--- config.mk ---
export PLATFORM = sky130hd
export DESIGN_NAME = wb_gpio_bank
export DESIGN_NICKNAME = d
export VERILOG_FILES = /design/src/rtl/wb_gpio_pkg.sv /design/src/rtl/gpio_sync_edge.sv /design/src/rtl/wb_gpio_bank.sv
export SDC_FILE = /design/constraint.sdc
export NUM_CORES = 1
export LEC_CHECK = 0
export ABC_AREA = 1
export CORE_MARGIN = 5
export CORE_UTILIZATION = 55
export CTS_CLUSTER_SIZE = 20
export DETAILED_ROUTE_END_ITERATION = 8
export PLACE_DENSITY_LB_ADDON = 0.25
export SKIP_CTS_REPAIR_TIMING = 1
export SLEW_MARGIN = 20
export SYNTH_ARGS = -nofsm -noshare
export SYNTH_HDL_FRONTEND = slang
export SYNTH_SLANG_ARGS = --single-unit
export TNS_END_PERCENT = 30
--- constraint.sdc ---
create_clock -name wb_clk_i -period 2.6 [get_ports wb_clk_i]
set_input_delay 0.39 -clock wb_clk_i [delete_from_list [all_inputs] [get_ports wb_clk_i]]
set_output_delay 0.39 -clock wb_clk_i [all_outputs]
set_load 0.03 [all_outputs]
--- src/rtl/wb_gpio_pkg.sv ---
// Shared constants, register decode and lane helpers for the Wishbone GPIO bank.
package wb_gpio_pkg;

    localparam int unsigned WIN_BITS = 5;
    localparam int unsigned WB_DW    = 32;

    localparam logic [WIN_BITS-1:0] OFS_OUT     = 5'h00;
    localparam logic [WIN_BITS-1:0] OFS_OEB     = 5'h04;
    localparam logic [WIN_BITS-1:0] OFS_IN      = 5'h08;
    localparam logic [WIN_BITS-1:0] OFS_RISE_EN = 5'h0C;
    localparam logic [WIN_BITS-1:0] OFS_FALL_EN = 5'h10;
    localparam logic [WIN_BITS-1:0] OFS_STATUS  = 5'h14;
    localparam logic [WIN_BITS-1:0] OFS_MASK    = 5'h18;

    // Register select shared by the read mux and the write strobes.
    typedef enum logic [2:0] {
        RD_OUT     = 3'd0,
        RD_OEB     = 3'd1,
        RD_IN      = 3'd2,
        RD_RISE_EN = 3'd3,
        RD_FALL_EN = 3'd4,
        RD_STATUS  = 3'd5,
        RD_MASK    = 3'd6,
        RD_RSVD    = 3'd7
    } rd_sel_e;

    // Word-aligned offset to register select; the byte-within-word bits are ignored.
    function automatic rd_sel_e decode_ofs(input logic [WIN_BITS-1:0] ofs);
        rd_sel_e sel;
        sel = RD_RSVD;
        case (ofs & 5'b11100)
            OFS_OUT:     sel = RD_OUT;
            OFS_OEB:     sel = RD_OEB;
            OFS_IN:      sel = RD_IN;
            OFS_RISE_EN: sel = RD_RISE_EN;
            OFS_FALL_EN: sel = RD_FALL_EN;
            OFS_STATUS:  sel = RD_STATUS;
            OFS_MASK:    sel = RD_MASK;
            default:     sel = RD_RSVD;
        endcase
        return sel;
    endfunction

    // Expand the four byte selects into a 32-bit lane mask.
    function automatic logic [WB_DW-1:0] byte_mask(input logic [3:0] sel);
        return {{8{sel[3]}}, {8{sel[2]}}, {8{sel[1]}}, {8{sel[0]}}};
    endfunction

endpackage

--- src/rtl/gpio_sync_edge.sv ---
// Two-flop input synchroniser with a history flop for edge detection.
module gpio_sync_edge
    import wb_gpio_pkg::*;
#(
    parameter int unsigned W = 17
) (
    input  logic         clk_i,
    input  logic         rst_ni,
    input  logic [W-1:0] async_i,
    output logic [W-1:0] sync_o,
    output logic [W-1:0] rise_c_o,
    output logic [W-1:0] fall_c_o
);

    logic [W-1:0] sync1_q, sync2_q, prev_q;
    logic [W-1:0] sync1_d, sync2_d, prev_d;

    // Next state: shift the pad value down the chain each cycle.
    always_comb begin
        sync1_d = async_i;
        sync2_d = sync1_q;
        prev_d  = sync2_q;
    end

    // Synchroniser and history flops.
    always_ff @(posedge clk_i or negedge rst_ni) begin
        if (!rst_ni) begin
            sync1_q <= '0;
            sync2_q <= '0;
            prev_q  <= '0;
        end else begin
            sync1_q <= sync1_d;
            sync2_q <= sync2_d;
            prev_q  <= prev_d;
        end
    end

    assign sync_o   = sync2_q;
    assign rise_c_o = sync2_q & ~prev_q;
    assign fall_c_o = ~sync2_q & prev_q;

endmodule

--- src/rtl/wb_gpio_bank.sv ---
// Wishbone GPIO bank: output/enable registers, synchronised input readback,
// per-pad edge status with masking, and IRQ reduction onto NIRQ lines.
module wb_gpio_bank
    import wb_gpio_pkg::*;
#(
    parameter int unsigned NPADS     = 17,
    parameter int unsigned NIRQ      = 3,
    parameter logic [31:0] BASE_ADDR = 32'h3000_0000
) (
    input  logic             wb_clk_i,
    input  logic             wb_rst_ni,
    input  logic             wbs_cyc_i,
    input  logic             wbs_stb_i,
    input  logic             wbs_we_i,
    input  logic [3:0]       wbs_sel_i,
    input  logic [31:0]      wbs_adr_i,
    input  logic [31:0]      wbs_dat_i,
    output logic             wbs_ack_o,
    output logic [31:0]      wbs_dat_o,
    input  logic [NPADS-1:0] io_in,
    output logic [NPADS-1:0] io_out,
    output logic [NPADS-1:0] io_oeb,
    output logic [NIRQ-1:0]  irq_o
);

    logic [NPADS-1:0] out_q, oeb_q, rise_en_q, fall_en_q, status_q, mask_q;
    logic [NPADS-1:0] out_d, oeb_d, rise_en_d, fall_en_d, status_d, mask_d;
    logic             ack_q, ack_d;
    logic [31:0]      dat_q, dat_d;
    logic [NIRQ-1:0]  irq_q, irq_d;

    logic [NPADS-1:0] in_sync_c, rise_c, fall_c, set_c, clr_c, pend_c;
    logic [NPADS-1:0] wmask_c, wdat_c;
    logic [31:0]      lane_c, rdata_c;
    logic             hit_c, req_c, wr_c;
    rd_sel_e          reg_sel_c;
    logic             unused_adr;

    // Input synchronisation and edge detection for every pad.
    gpio_sync_edge #(
        .W (NPADS)
    ) u_sync (
        .clk_i    (wb_clk_i),
        .rst_ni   (wb_rst_ni),
        .async_i  (io_in),
        .sync_o   (in_sync_c),
        .rise_c_o (rise_c),
        .fall_c_o (fall_c)
    );

    // Address decode; a request is blocked while ack is high so ack never stays up two cycles.
    always_comb begin
        hit_c     = (wbs_adr_i[31:WIN_BITS] == BASE_ADDR[31:WIN_BITS]);
        req_c     = wbs_cyc_i & wbs_stb_i & hit_c & ~ack_q;
        wr_c      = req_c & wbs_we_i;
        reg_sel_c = decode_ofs(wbs_adr_i[WIN_BITS-1:0]);
        lane_c    = byte_mask(wbs_sel_i);
        wmask_c   = NPADS'(lane_c);
        wdat_c    = NPADS'(wbs_dat_i & lane_c);
    end

    assign unused_adr = ^wbs_adr_i[1:0];

    // Register file next state, including W1C status where a new edge beats a clear.
    always_comb begin
        out_d     = out_q;
        oeb_d     = oeb_q;
        rise_en_d = rise_en_q;
        fall_en_d = fall_en_q;
        mask_d    = mask_q;
        clr_c     = '0;
        set_c     = (rise_c & rise_en_q) | (fall_c & fall_en_q);
        if (wr_c) begin
            case (reg_sel_c)
                RD_OUT:     out_d     = (out_q & ~wmask_c) | wdat_c;
                RD_OEB:     oeb_d     = (oeb_q & ~wmask_c) | wdat_c;
                RD_RISE_EN: rise_en_d = (rise_en_q & ~wmask_c) | wdat_c;
                RD_FALL_EN: fall_en_d = (fall_en_q & ~wmask_c) | wdat_c;
                RD_MASK:    mask_d    = (mask_q & ~wmask_c) | wdat_c;
                RD_STATUS:  clr_c     = wdat_c;
                default:    ;
            endcase
        end
        status_d = (status_q & ~clr_c) | set_c;
    end

    // Read mux; live bits zero-extended to the bus width.
    always_comb begin
        rdata_c = '0;
        case (reg_sel_c)
            RD_OUT:     rdata_c = 32'(out_q);
            RD_OEB:     rdata_c = 32'(oeb_q);
            RD_IN:      rdata_c = 32'(in_sync_c);
            RD_RISE_EN: rdata_c = 32'(rise_en_q);
            RD_FALL_EN: rdata_c = 32'(fall_en_q);
            RD_STATUS:  rdata_c = 32'(status_q);
            RD_MASK:    rdata_c = 32'(mask_q);
            default:    rdata_c = '0;
        endcase
    end

    // Bus response: one-cycle ack, read data presented alongside it.
    always_comb begin
        ack_d = req_c;
        dat_d = (req_c && !wbs_we_i) ? rdata_c : '0;
    end

    // IRQ reduction: pad i contributes to line i % NIRQ.
    always_comb begin
        pend_c = status_q & mask_q;
        irq_d  = '0;
        for (int j = 0; j < int'(NIRQ); j++) begin
            for (int i = 0; i < int'(NPADS); i++) begin
                if ((i % int'(NIRQ)) == j) begin
                    irq_d[j] = irq_d[j] | pend_c[i];
                end
            end
        end
    end

    // State registers.
    always_ff @(posedge wb_clk_i or negedge wb_rst_ni) begin
        if (!wb_rst_ni) begin
            out_q     <= '0;
            oeb_q     <= '1;
            rise_en_q <= '0;
            fall_en_q <= '0;
            status_q  <= '0;
            mask_q    <= '0;
            ack_q     <= 1'b0;
            dat_q     <= '0;
            irq_q     <= '0;
        end else begin
            out_q     <= out_d;
            oeb_q     <= oeb_d;
            rise_en_q <= rise_en_d;
            fall_en_q <= fall_en_d;
            status_q  <= status_d;
            mask_q    <= mask_d;
            ack_q     <= ack_d;
            dat_q     <= dat_d;
            irq_q     <= irq_d;
        end
    end

    assign wbs_ack_o = ack_q;
    assign wbs_dat_o = dat_q;
    assign io_out    = out_q;
    assign io_oeb    = oeb_q;
    assign irq_o     = irq_q;

endmodule

==> flow_summary.json, run 1 <==
{
  "worst_setup_skew_after_layout_ns": 0.0134,
  "initialDrtViolationCount": 773,
  "routed_wl_mm": 22.4,
  "timing.critical_path.max_delay_family": "buffers and inverters",
  "pwr-share-seq": 0.484,
  "antenna_left": 0,
  "timing.critical_path.required_ns": 2.21,
  "setup_violations": 0,
  "vias": 7367,
  "insertedDiodeCount": 0,
  "timing.slew.headroom": 0.280,
  "initial_core_util": 0.566,
  "synth_cells": 1000,
  "die_width_um": 133,
  "synth_warnings": 0,
  "clk_latency_ns": 0.44,
  "portBuffers": 126,
  "internal-power_w": 0.00438,
  "antenna_found_initial": 0,
  "power_switching_w": 0.00136,
  "number_of_nets_in_the_finished_design": 1212,
  "post_drt_wl_per_cell_um": 17.0,
  "top_level_ports": 160,
  "die-height_um": 133,
  "irDropWorstVdd_uv": 550,
  "clock-root-buffer": "sky130_fd_sc_hd__clkbuf_16",
  "path_class": "flop to primary output",
  "largest_incremental_delay_on_the_critical_path_ns": 0.72,
  "drt-pass1-iter-count": 6,
  "setup.worst_path.start_class": "flop",
  "post-dp-hpwl_mm": 14.4,
  "die-area_um2": 17600,
  "report.power.total_w": 0.00574,
  "synth.top_cells.by_count": "sky130_fd_sc_hd__nand2_1, sky130_fd_sc_hd__dfrtp_1, sky130_fd_sc_hd__nor2_1, sky130_fd_sc_hd__nand4_1, sky130_fd_sc_hd__inv_1",
  "holdPathEnd": "u_sync.sync_o[4]$_DFF_PN0_",
  "core_um2": 14600,
  "synth.top_cells.by_area": "sky130_fd_sc_hd__dfrtp_1, sky130_fd_sc_hd__nand2_1, sky130_fd_sc_hd__nand4_1, sky130_fd_sc_hd__dfstp_2, sky130_fd_sc_hd__nor2_1",
  "critical_path_buf_inv_count": 1,
  "clkPwrFrac": 0.440,
  "timing.fmax_ghz": 0.479,
  "worst_r2r_path_cells": 9,
  "outcome": "finished clean",
  "timing.hold.worst.start": "u_sync.sync1_q[4]$_DFF_PN0_",
  "synth_top_area_cell": "sky130_fd_sc_hd__dfrtp_1",
  "cts_tree": "done",
  "first_global_vias": 7062,
  "synth-edff-count": 0,
  "ys_async_sr_fraction": 1.00,
  "synthDistinctLibCells": 32,
  "hold_depth": 0,
  "end_kind": "primary output",
  "power.switching_fraction": 0.237,
  "crit_fanout": 3,
  "tritoncts_num_sinks": 174,
  "top_area_cell_type_share_of_the_netlist_area": 0.474,
  "synth.ff_latch_count": 174,
  "avgViaCountPerCell": 5.59,
  "worst_r2r_startpoint": "wbs_ack_o$_DFF_PN0_",
  "htreeDepth": 4,
  "prevailing_post_synth_register_cell": "sky130_fd_sc_hd__dfrtp_1",
  "multi_input_combinational_cell_area_um2": 3260,
  "dpl.cell_count": 1286,
  "cpMaxStageDelayCell": "sky130_fd_sc_hd__clkdlybuf4s50_1",
  "critical_path.cell_chain": "clkdlybuf4s50_1",
  "fp-row-count": 44,
  "report.final.hold_viol_count": 0,
  "global_route_wire_length_before_repair_mm": 36.6,
  "seqCellArea_um2": 4380,
  "routabilityCongestion": 0.861,
  "layout-drive-gt1-share": 0.0907,
  "setup_repair_after_global_routing_missed_its_margin": "no",
  "power_per_cell_area_nw_per_um2": 556,
  "final_design_area_no_fill_um2": 10300,
  "yosys.cell_count.top_type": "sky130_fd_sc_hd__nand2_1",
  "fill_cells": 1114,
  "max_cap_violations": 0,
  "finalSetupTns_ns": 0,
  "drt_drc_violations_left": 0,
  "min-delay-path-class": "flop to flop",
  "netlist_area_um2": 8290,
  "syn_avg_cell_area_um2": 8.29,
  "grt_max_degree": 81,
  "synth_seq_area_share": 0.528,
  "syn2layout_area_growth_pct": 24.6,
  "timing.critical_path.arrival_ns": 1.70,
  "worst-slew-pin-transition_ns": 1.08,
  "worst_setup_hold_path_clk_slew_ns": 0.07,
  "share_of_the_core_filled_with_cells_in_the_final_layout": 0.705,
  "final_cell_count_no_fill": 1319,
  "p_leak_nw": 4.98,
  "min_period_ns": 2.09,
  "layout_worst_path_cycle_share": 0.803,
  "regToRegSetupSlack_ns": 0.81,
  "cts_made_buffers": 17,
  "share_of_power_burned_in_combinational_logic": 0.076,
  "placed_cell_area_um2": 9740,
  "grt_util_all_layers": 0.257,
  "maxSlewViolCount": 0,
  "cts.path.max_buffers": 2,
  "grt-ovfl-total": 0
}
area by class of cell:
| cell class | count | share of cell area |
|---|---|---|
| Timing Repair Buffer | 153 | 0.150 |
| Sequential cell | 174 | 0.424 |
| Clock inverter | 8 | 0.0103 |
| Inverter | 87 | 0.0321 |
| Multi-Input combinational cell | 689 | 0.316 |
| Tap cell | 184 | 0.0223 |
| Clock buffer | 24 | 0.0457 |
power by group through the flow:
stage          clock network [W]  registers, W  logic [W]
2_1_floorplan                  0       0.00282   0.000199
3_3_place_gp                   0       0.00282   0.000429
3_5_place_dp                   0       0.00282   0.000432
4_1_cts                  0.00255       0.00277   0.000436
5_1_grt                  0.00266       0.00278   0.000476
6_report                 0.00253       0.00277   0.000437
logic make-up after synthesis:
kind of cell,after synthesis,share of synthesized area
buffers and inverters,151,0.0862
DFF,174,0.528
other,1,0.000452
AOI/OAI and AO/OA,51,0.0379
and+or+nand+nor,623,0.348
per-layer routing:
layer | vias to the layer above | track usage | part of all wire | routed length, um
met5 | - | 0 | 0 | 0
met4 | 0 | 0.0779 | 0.018 | 399
met3 | 32 | 0.0532 | 0.080 | 1800
met2 | 335 | 0.399 | 0.47 | 10500
met1 | 3517 | 0.366 | 0.43 | 9720
li1 | 3483 | - | - | -
stage by stage:
stage	setup WS (ns)	hold WS (ns)
detailed placement	0.253	0.335
finish	0.513	0.348
floorplan	1.01	0.0944
CTS	0.514	-0.101
global placement	0.325	0.332
global route	0.491	0.352
cell usage in the layout (no fill, tap or decap), types with 3 or more instances in the layout:
cell type                         count
sky130_fd_sc_hd__nand3_1             30
sky130_fd_sc_hd__conb_1              15
sky130_fd_sc_hd__dfrtp_1            157
sky130_fd_sc_hd__o21ai_0             24
sky130_fd_sc_hd__buf_12               8
sky130_fd_sc_hd__nor2_4               3
sky130_fd_sc_hd__nor3_1              13
sky130_fd_sc_hd__o2111ai_1            4
sky130_fd_sc_hd__buf_4               18
sky130_fd_sc_hd__a221oi_1             3
sky130_fd_sc_hd__nor2_1             110
sky130_fd_sc_hd__inv_2                8
sky130_fd_sc_hd__a21oi_1             15
sky130_fd_sc_hd__nand2_1            344
sky130_fd_sc_hd__nand4_4              9
sky130_fd_sc_hd__clkbuf_1             5
sky130_fd_sc_hd__clkbuf_16           17
sky130_fd_sc_hd__inv_1               77
sky130_fd_sc_hd__dfstp_2             17
sky130_fd_sc_hd__buf_2                3
sky130_fd_sc_hd__clkdlybuf4s50_1    122
sky130_fd_sc_hd__nand4_1            107
how the worst max path moves through the flow:
stage,start,to,slack (ns),cells after the start
4_1_cts,flop,io_oeb[8],0.51,1
2_1_floorplan,wbs_ack_o$_DFF_PN0_,flop,1.01,9
6_report,flop,io_oeb[8],0.51,1
5_1_grt,flop,io_oeb[8],0.49,1
3_3_place_gp,wbs_adr_i[3],wbs_dat_o[8]$_DFF_PN0_,0.32,4
3_5_place_dp,wbs_adr_i[3],wbs_dat_o[8]$_DFF_PN0_,0.25,4
worst register-to-register path, stage by stage, from the launching register on:
cell and delay, ns:
sky130_fd_sc_hd__dfrtp_1 0.39, sky130_fd_sc_hd__nor2_2 0.14, sky130_fd_sc_hd__inv_1 0.06, sky130_fd_sc_hd__nor2_1 0.09
sky130_fd_sc_hd__nand2_1 0.08, sky130_fd_sc_hd__nor2_4 0.13, sky130_fd_sc_hd__buf_12 0.18, sky130_fd_sc_hd__nand4_1 0.36
sky130_fd_sc_hd__nand2_1 0.18, sky130_fd_sc_hd__nand2_1 0.07
Power figures use the tool's default switching activity.
==> inputs of run 2 (changes only) <==
--- a/config.mk
+++ b/config.mk
@@ -7,7 +7,7 @@
 export LEC_CHECK = 0
 export ABC_AREA = 1
 export CORE_MARGIN = 5
-export CORE_UTILIZATION = 55
+export CORE_UTILIZATION = 52
 export CTS_CLUSTER_SIZE = 20
 export DETAILED_ROUTE_END_ITERATION = 8
 export PLACE_DENSITY_LB_ADDON = 0.25
==> constraint.sdc (replaced) <==
create_clock -name wb_clk_i -period 2.12 [get_ports wb_clk_i]
set_input_delay 0.318 -clock wb_clk_i [delete_from_list [all_inputs] [get_ports wb_clk_i]]
set_output_delay 0.318 -clock wb_clk_i [all_outputs]
set_load 0.03 [all_outputs]
==> flow_summary.json, run 2 (same netlist as run 1, synthesis figures left out) <==
{
  "outcome": "finished clean",
  "routed_wl_mm": 23.2,
  "initialDrtViolationCount": 735,
  "cts_made_buffers": 17,
  "share_of_the_core_filled_with_cells_in_the_final_layout": 0.675,
  "tritoncts_num_sinks": 174,
  "critical_path.cell_chain": "clkdlybuf4s50_1",
  "drt_drc_violations_left": 0,
  "timing.critical_path.required_ns": 1.80,
  "die-area_um2": 18600,
  "irDropWorstVdd_uv": 580,
  "final_design_area_no_fill_um2": 10600,
  "portBuffers": 126,
  "die-height_um": 136,
  "timing.slew.headroom": 0.287,
  "power_per_cell_area_nw_per_um2": 708,
  "top_library_cells_by_usage_in_the_layout_fill_and_taps_aside": "sky130_fd_sc_hd__nand2_1, sky130_fd_sc_hd__dfrtp_1, sky130_fd_sc_hd__clkdlybuf4s50_1",
  "antenna_found_initial": 0,
  "routabilityCongestion": 0.870,
  "layout_worst_path_cycle_share": 0.936,
  "setup_slack_ns": 0.136,
  "report.power.total_w": 0.00754,
  "grt_max_degree": 53,
  "first_global_vias": 7299,
  "end_kind": "primary output",
  "hold_depth": 1,
  "worst_r2r_path_cells": 9,
  "timing.critical_path.arrival_ns": 1.67,
  "max_cap_violations": 0,
  "setup_repair_after_global_routing_missed_its_margin": "no",
  "crit_fanout": 3,
  "min-delay-path-class": "input pin to flop",
  "worst_setup_skew_after_layout_ns": 0.00585,
  "top_level_ports": 160,
  "report.final.hold_viol_count": 0,
  "clk_latency_ns": 0.43,
  "final_cell_count_no_fill": 1369,
  "post-dp-hpwl_mm": 15.2,
  "worst_setup_timing_slack_at_the_placement_stage_ns": -0.0149,
  "number_of_nets_in_the_finished_design": 1230,
  "largest_incremental_delay_on_the_critical_path_ns": 0.68,
  "worst-slew-pin-transition_ns": 1.07,
  "worst-path-stages": 1,
  "path_class": "flop to primary output",
  "critical_path_buf_inv_count": 1,
  "dpl.cell_count": 1336,
  "htreeDepth": 4,
  "cpMaxStageDelayCell": "sky130_fd_sc_hd__clkdlybuf4s50_1",
  "fill_cells": 1286,
  "avgViaCountPerCell": 5.49,
  "cts.path.max_buffers": 2,
  "clock-root-buffer": "sky130_fd_sc_hd__clkbuf_16",
  "grt_util_all_layers": 0.255,
  "min_period_ns": 1.98,
  "setup_violations": 0,
  "vias": 7522,
  "global_route_wire_length_before_repair_mm": 37.1,
  "core_um2": 15800,
  "cts_tree": "done",
  "most_frequent_standard_cell_in_the_layout_excluding_fill_and_tap_cells": "sky130_fd_sc_hd__nand2_1",
  "grt-ovfl-total": 0,
  "p_leak_nw": 5.12,
  "fp-row-count": 46,
  "drt-pass1-iter-count": 5,
  "syn2layout_area_growth_pct": 28.4,
  "layout-drive-gt1-share": 0.107,
  "timing.fmax_ghz": 0.504,
  "post_drt_wl_per_cell_um": 16.9,
  "antenna_left": 0,
  "placed_cell_area_um2": 9960,
  "worst_setup_hold_path_clk_slew_ns": 0.07,
  "die_width_um": 136,
  "initial_core_util": 0.526,
  "timing.critical_path.max_delay_family": "buffers and inverters",
  "maxSlewViolCount": 0,
  "setup.worst_path.start_class": "flop",
  "insertedDiodeCount": 0
}
==> run 2: cell types whose count changed in the layout (fill, tap and decap cells not counted), sizes merged <==
cell | previous run | this run
buf | 30 | 48
clkbuf | 24 | 22
inv | 89 | 88
clkinv | 2 | 1
bufinv | 2 | 6
==> run 2: per-layer routing <==
metal  global-route usage  vias to the layer above  share of wire
met3               0.0574                       50          0.077
met5                    0                        -              0
met1                0.358                     3615           0.44
met4               0.0935                        0          0.024
met2                0.390                      341           0.46
li1                     -                     3516              -
==> run 2: power by group <==
part           internal, W  total, W  switching, W
Sequential         0.00337   0.00340     0.0000330
Combinational     0.000214  0.000569      0.000355
Clock              0.00228   0.00356       0.00129
==> run 2: layout make-up <==
cell class | count | area, um2 | area share
Clock inverter | 10 | 209 | 0.0196
Multi-Input combinational cell | 689 | 3260 | 0.306
Timing Repair Buffer | 171 | 1740 | 0.163
Tap cell | 216 | 270 | 0.0254
Sequential cell | 174 | 4380 | 0.411
Clock buffer | 22 | 464 | 0.0436
Inverter | 87 | 332 | 0.0311
==> run 2: per-stage QoR <==
stage / hold WS, ns / setup TNS, ns
6_report: 0.317 / 0
3_5_place_dp: 0.259 / -0.0562
3_3_place_gp: 0.260 / 0
4_1_cts: -0.199 / 0
2_1_floorplan: 0.0224 / 0
5_1_grt: 0.306 / 0
==> run 2: worst paths after layout <==
kind / slack (ns) / end / from
hold / removal: 0.32 / u_sync.sync1_q[15]$_DFF_PN0_ / io_in[15]
min in group asynchronous: 0.36 / u_sync.sync_o[4]$_DFF_PN0_ / wb_rst_ni
setup reg to reg: 0.44 / flop / wbs_ack_o$_DFF_PN0_
setup / recovery: 0.14 / io_oeb[5] / flop
max in group asynchronous: 1.02 / asynchronous set/reset pin / wb_rst_ni
hold reg to reg: 0.35 / u_sync.sync_o[7]$_DFF_PN0_ / u_sync.sync1_q[7]$_DFF_PN0_
==> run 2: worst register-to-register path, stage by stage, from the launching register on <==
cell                      delay (ns)
sky130_fd_sc_hd__dfrtp_1        0.39
sky130_fd_sc_hd__nor2_2         0.15
sky130_fd_sc_hd__inv_1          0.05
sky130_fd_sc_hd__nor2_1         0.09
sky130_fd_sc_hd__nand2_1        0.08
sky130_fd_sc_hd__nor2_4         0.19
sky130_fd_sc_hd__buf_12         0.19
sky130_fd_sc_hd__nand4_4        0.21
sky130_fd_sc_hd__nand2_1        0.15
sky130_fd_sc_hd__nand2_1        0.06
